File: config.mk
export PLATFORM = sky130hd
export DESIGN_NAME = score_sseg_display
export DESIGN_NICKNAME = d
export VERILOG_FILES = /design/src/rtl/score_sseg_display.sv
export SDC_FILE = /design/constraint.sdc
export NUM_CORES = 1
export LEC_CHECK = 0
export BUFFER_PORTS_ARGS = -buffer_cell sky130_fd_sc_hd__buf_2
export CORE_MARGIN = 5
export CORE_UTILIZATION = 54
export DETAILED_ROUTE_END_ITERATION = 6
export PLACE_DENSITY = 0.83
export SYNTH_ARGS = -nofsm -noshare
export SYNTH_HDL_FRONTEND = slang
export SYNTH_SLANG_ARGS = --single-unit
File: constraint.sdc
create_clock -name sys_clk -period 1.98 [get_ports sys_clk]
set_input_delay 0.495 -clock sys_clk [delete_from_list [all_inputs] [get_ports sys_clk]]
set_output_delay 0.495 -clock sys_clk [all_outputs]
set_load 0.03 [all_outputs]
File: src/rtl/score_sseg_display.sv
`default_nettype none
// ============================================================================
//  Module   : score_sseg_display
//  Brief    : Score-to-BCD double-dabble converter driving a 4-digit
//             multiplexed seven-segment display with leading-zero blanking.
//             Define SSEG_HEX_MODE_EN to show the raw score as hexadecimal.
//  Revision : 1.0  initial release
// ============================================================================
module score_sseg_display #(
   parameter int SCORE_W = 10,
   parameter int CLK_HZ  = 50000000,
   parameter int SCAN_HZ = 1000
) (
   input  logic               sys_clk,
   input  logic               sys_reset_n,
   input  logic [SCORE_W-1:0] iScore,
   output logic [7:0]         sseg_a_to_dp,
   output logic [3:0]         sseg_an,
   output logic [15:0]        oBcd,
   output logic               oBusy
);

   localparam int               DIV    = (CLK_HZ / SCAN_HZ > 0) ? CLK_HZ / SCAN_HZ : 1;
   localparam int               PRE_W  = (DIV > 1) ? $clog2(DIV) : 1;
   localparam logic [PRE_W-1:0] PRE_TC = PRE_W'(DIV - 1);

`ifdef SSEG_HEX_MODE_EN

   always_ff @(posedge sys_clk or negedge sys_reset_n) begin
      if (!sys_reset_n) begin
         oBcd <= 16'h0000;
      end else begin
         oBcd <= 16'(iScore);
      end
   end

   assign oBusy = 1'b0;

`else

   typedef enum logic [1:0] {
      IDLE   = 2'd0,
      SHIFT  = 2'd1,
      COMMIT = 2'd2
   } conv_state_t;

   localparam int CNT_W = $clog2(SCORE_W + 1);

   conv_state_t        state;
   conv_state_t        state_nxt;
   logic [SCORE_W-1:0] last_score;
   logic [SCORE_W-1:0] shreg;
   logic [SCORE_W-1:0] score_sat;
   logic [15:0]        acc;
   logic [15:0]        acc_adj;
   logic [CNT_W-1:0]   iter;
   logic               busy;
   logic               start;
   logic               last_iter;

   // Only widths that can exceed four decimal digits need clamping.
   generate
      if (SCORE_W >= 14) begin : g_sat
         assign score_sat = (iScore > SCORE_W'(9999)) ? SCORE_W'(9999) : iScore;
      end else begin : g_nosat
         assign score_sat = iScore;
      end
   endgenerate

   assign start     = (state == IDLE) && (iScore != last_score);
   assign last_iter = (iter == CNT_W'(SCORE_W - 1));
   assign oBusy     = busy;

   always_ff @(posedge sys_clk or negedge sys_reset_n) begin
      if (!sys_reset_n) begin
         state <= IDLE;
      end else begin
         state <= state_nxt;
      end
   end

   always_comb begin
      state_nxt = state;
      case (state)
         IDLE:    if (start) state_nxt = SHIFT;
         SHIFT:   if (last_iter) state_nxt = COMMIT;
         COMMIT:  state_nxt = IDLE;
         default: state_nxt = IDLE;
      endcase
   end

   always_comb begin
      acc_adj = acc;
      for (int k = 0; k < 4; k++) begin
         if (acc[4*k +: 4] >= 4'd5) begin
            acc_adj[4*k +: 4] = acc[4*k +: 4] + 4'd3;
         end
      end
   end

   always_ff @(posedge sys_clk or negedge sys_reset_n) begin
      if (!sys_reset_n) begin
         last_score <= '0;
         shreg      <= '0;
         acc        <= 16'h0000;
         iter       <= '0;
         busy       <= 1'b0;
         oBcd       <= 16'h0000;
      end else begin
         case (state)
            IDLE: begin
               if (start) begin
                  shreg      <= score_sat;
                  acc        <= 16'h0000;
                  last_score <= iScore;
                  iter       <= '0;
                  busy       <= 1'b1;
               end
            end
            SHIFT: begin
               acc   <= (acc_adj << 1) | 16'(shreg[SCORE_W-1]);
               shreg <= shreg << 1;
               iter  <= iter + 1'b1;
            end
            COMMIT: begin
               oBcd <= acc;
               busy <= 1'b0;
            end
            default: begin
               busy <= 1'b0;
            end
         endcase
      end
   end

`endif

   logic [PRE_W-1:0] pre;
   logic             tick;
   logic [1:0]       scan_idx;
   logic [3:0]       digit;
   logic             blank;
   logic [7:0]       seg_code;

   assign tick = (pre == PRE_TC);

   always_ff @(posedge sys_clk or negedge sys_reset_n) begin
      if (!sys_reset_n) begin
         pre      <= '0;
         scan_idx <= 2'd0;
      end else begin
         pre <= tick ? '0 : pre + 1'b1;
         if (tick) begin
            scan_idx <= scan_idx + 2'd1;
         end
      end
   end

   // A digit goes dark only when it and every digit above it are zero.
   always_comb begin
      digit = oBcd[{scan_idx, 2'b00} +: 4];
      case (scan_idx)
         2'd3:    blank = (oBcd[15:12] == 4'h0);
         2'd2:    blank = (oBcd[15:8] == 8'h00);
         2'd1:    blank = (oBcd[15:4] == 12'h000);
         default: blank = 1'b0;
      endcase
   end

   always_comb begin
      seg_code = 8'hFF;
      case (digit)
         4'h0: seg_code = 8'hC0;
         4'h1: seg_code = 8'hF9;
         4'h2: seg_code = 8'hA4;
         4'h3: seg_code = 8'hB0;
         4'h4: seg_code = 8'h99;
         4'h5: seg_code = 8'h92;
         4'h6: seg_code = 8'h82;
         4'h7: seg_code = 8'hF8;
         4'h8: seg_code = 8'h80;
         4'h9: seg_code = 8'h90;
         4'hA: seg_code = 8'h88;
         4'hB: seg_code = 8'h83;
         4'hC: seg_code = 8'hC6;
         4'hD: seg_code = 8'hA1;
         4'hE: seg_code = 8'h86;
         4'hF: seg_code = 8'h8E;
         default: seg_code = 8'hFF;
      endcase
   end

   always_ff @(posedge sys_clk or negedge sys_reset_n) begin
      if (!sys_reset_n) begin
         sseg_an      <= 4'b1111;
         sseg_a_to_dp <= 8'hFF;
      end else begin
         sseg_an      <= ~(4'b0001 << scan_idx);
         sseg_a_to_dp <= blank ? 8'hFF : seg_code;
      end
   end

endmodule
`default_nettype wire
==> out/qor.csv <==
stage,metric,value,unit
clock_network,Root Buffer,clkbuf_8,
synth,sequential element share of the synthesized area,0.489,
setup_path,startpoint class of the critical path,flip-flop,
sta,Final Setup Violations,0,
synth,number of synthesized flops with an enable pin,0,
global_route,initial antenna violation count,0,
sta,f_max,524,MHz
placement,gpl congestion,0.892,
floorplanning,core footprint,0.00818,mm^2
layout,ANT cells,0,
synth,Synth area leaders,"dfrtp_1 43%, dfstp_2 6.4%, mux2_2 6.2%",
pwr,switching pwr,3.16,mW
placement,PortBufs,39,
clock_network,clk slew on worst S/H paths,0.09,ns
synth,synthesized instance count,416,
clock_network,CTS tree,done,
global_route,GRT Overall Usage,0.190,
detailed_routing,final wirelength,9060,um
clock_network,CTS H-Tree Depth,3,
layout,final std cells w/o fill,584,
layout,Filler Cell Count,659,
floorplanning,Die Wd,102,um
detailed_routing,Antenna Nets Post-Route,0,
synth,Synth top area share,0.425,
sta,slack of the critical path,0.0704,ns
setup_path,reg-to-reg setup timing slack,0.07,ns
synth,Ys Warns,0,
global_route,largest net degree at the start of global routing,39,
floorplanning,I/O Pins,41,
global_route,vias in the first global route,3291,
detailed_routing,Iteration-0 DRC Markers,112,
sta,worst-margin pin slew,0.570,ns
synth,"Avg Cell Area, Syn",10.9,um^2
detailed_routing,DR pass1 iterations,4,
placement,pre-CTS setup slack,-0.0680,ns
global_route,grt total ovfl,0,
synth,distinct cell type count after synthesis,49,
run,Max-Cap Viols,0,
pwr,Worst IR Drop VDD,0.874,mV
floorplanning,FP Rows,33,
layout,Seq. cell area,0.00222,mm^2
min_path,min-delay worst type,in2async,
setup_path,"Critical Path, Cell by Cell",mux4_2 > buf_4 > ha_1 > nor3_1 > o21a_1 > o31ai_1,
sta,Max-slew headroom,0.620,
synth,dominant cell type by area after synthesis,dfrtp_1,
placement,DP Cell Count,567,
floorplanning,Die H,102,um
clock_network,Num CTS Buffers,9,
setup_path,crit path kind,reg2reg,
sta,RSZ-0062 raised after global routing,true,
sta,Hold Fails Final Rpt,0,
detailed_routing,Vias/cell,5.58,
pwr,leak pwr,2.38,nW
synth,mapped cell area,0.00453,mm^2
detailed_routing,Routed WL per cell,15.5,um
sta,Setup TNS Final,0,ns
clock_network,clk_lat worst skew,0.35,ns
clock_network,hold_buf cts,0,
pwr,PD cells,1550,mW/mm^2
sta,clock skew,0.0118,ns
setup_path,CP Max Fanout,5,
setup_path,Arrival @ worst endpoint,2.18,ns
placement,hpwl dp,6430,um
sta,period utilization,0.964,
synth,number of synthesized register bits,88,
pwr,sequential fraction of design power,0.370,
detailed_routing,DR DRC count,0,
pwr,Logic pwr share,0.462,
clock_network,CTS Buffer Depth,2,
global_route,global-route wire length before repair,15600,um
setup_path,Reg2Reg Depth,6,
layout,multi-input combinational cell area,0.00216,mm^2
layout,fin area,0.00520,mm^2
floorplanning,Initial Utilization,0.554,
setup_path,CP max-delay cell,mux4_2,
clock_network,clock sink count,88,
synth,"Async S/R FF share, synth",1.00,
layout,synthesis-to-layout area growth,14.9,%
synth,"Top FF cell, synth",dfrtp_1,
synth,syn_nets,450,
setup_path,CP Capture Type,flip-flop,
layout,nets@finish,508,
setup_path,worst stage delay on the critical path,0.53,ns
pwr,sw frac,0.391,
layout,share of cells above drive strength 1,0.273,
floorplanning,total die area,0.0103,mm^2
sta,"Slew Viols, Final",0,
setup_path,worst r2r src,scan_idx[1],
status,status,finished clean,
pwr,Clock Power Share,0.168,
sta,Final Critical Period,1.91,ns
setup_path,CP Data Required Time,2.25,ns
layout,post-layout util,0.637,
detailed_routing,routed vias,3258,
placement,Placed Area,0.00497,mm^2
pwr,Int Pwr,4.92,mW
setup_path,FF-to-FF End,sseg_a_to_dp[0],
==> placed cells by master (no fill, tap or decap), drive strengths merged, types with 7 or more instances in the layout <==
cell / n
a211oi: 12
and3: 12
buf: 63
clkbuf: 13
dfrtp: 77
dfstp: 11
ha: 22
inv: 24
mux2: 25
mux2i: 13
nand2: 33
nand2b: 14
nand3: 8
nor2: 23
nor3: 12
o21ai: 30
o221a: 9
xnor2: 21
xor2: 7
==> synthesized netlist by cell type, types with 7 or more instances <==
library cell   n
dfstp_2       11
a211oi_1      12
xor2_1         7
mux2i_1       12
nand2b_1      14
mux2_2        25
dfrtp_1       77
ha_1          22
clkbuf_1       8
nor3_1        12
nand2_1       33
and3_1        12
o21ai_0       30
inv_1         24
nor2_1        22
nand3_1        8
xnor2_1       21
==> layout make-up <==
class | count | area share
Tap cell | 105 | 0.0252
Sequential cell | 88 | 0.426
Timing Repair Buffer | 63 | 0.0750
Clock inverter | 3 | 0.0125
Clock buffer | 13 | 0.0286
Multi-Input combinational cell | 287 | 0.415
Inverter | 25 | 0.0180
==> worst max-delay path by stage <==
stage	startpoint	endpoint	slack, ns	cells past startpoint
after detailed placement	iScore[6]	iter[3]	-0.07	6
final	scan_idx[1]	sseg_a_to_dp[0]	0.07	6
after floorplan	scan_idx[1]	sseg_a_to_dp[0]	0.03	7
after global placement	iScore[6]	acc[15]	0.006	6
after global routing	scan_idx[1]	sseg_a_to_dp[0]	-0.01	6
after CTS	scan_idx[1]	sseg_a_to_dp[0]	0.06	6
==> stage by stage <==
stage                     hold slack [ns]  power [mW]
final                              0.0651        8.07
after floorplan                     0.199        5.68
after global routing               0.0766        8.70
after global placement              0.450        6.56
after CTS                          0.0654        8.11
after detailed placement            0.455        6.73
==> power groups by stage <==
stage	Sequential [mW]	Clock [mW]	Combinational [mW]
finish	2.99	1.36	3.73
global route	3.07	1.47	4.15
CTS	2.98	1.39	3.75
detailed placement	3.01	0	3.72
global placement	2.98	0	3.58
floorplan	3.26	0	2.42
==> what timing repair did <==
item | in CTS | in global routing
setup endpoints to repair | 2 | 7
resized for setup | 1 | 4
setup buffers | 0 | 1
cloned | 0 | 0
==> flip-flops by register name, summed over array words and instances, names as in the netlist <==
name / cells
acc: 16
oBcd: 16
pre: 16
last_score: 10
shreg: 10
sseg_a_to_dp: 7
iter: 4
sseg_an: 4
scan_idx: 2
state: 2
oBusy: 1
==> logic make-up after synthesis <==
| logic type | count (synthesis) | synth area share |
|---|---|---|
| AND/OR/NAND/NOR | 120 | 0.134 |
| buffers and inverters | 41 | 0.0381 |
| multiplexers | 41 | 0.109 |
| other | 1 | 0.000828 |
| XOR/XNOR | 28 | 0.0541 |
| flip-flops | 88 | 0.489 |
| AO/OA/AOI/OAI | 75 | 0.114 |
| adder cells (fa/ha/maj) | 22 | 0.0608 |
==> critical path: cells and delay by family, from the launching register on <==
kind	cells	cell delay (ns)
adders and majority gates	1	0.27
muxes	1	0.53
buffers and inverters	1	0.17
DFF	1	0.42
AOI/OAI and AO/OA	2	0.22
and+or+nand+nor	1	0.21
==> layer usage <==
| layer | wire, um | global-route usage |
|---|---|---|
| met4 | 168 | 0.0726 |
| met1 | 4010 | 0.254 |
| met3 | 459 | 0.0441 |
| met2 | 4420 | 0.301 |
| met5 | 0 | 0 |
Note: power is estimated with default switching activity, not from simulation.
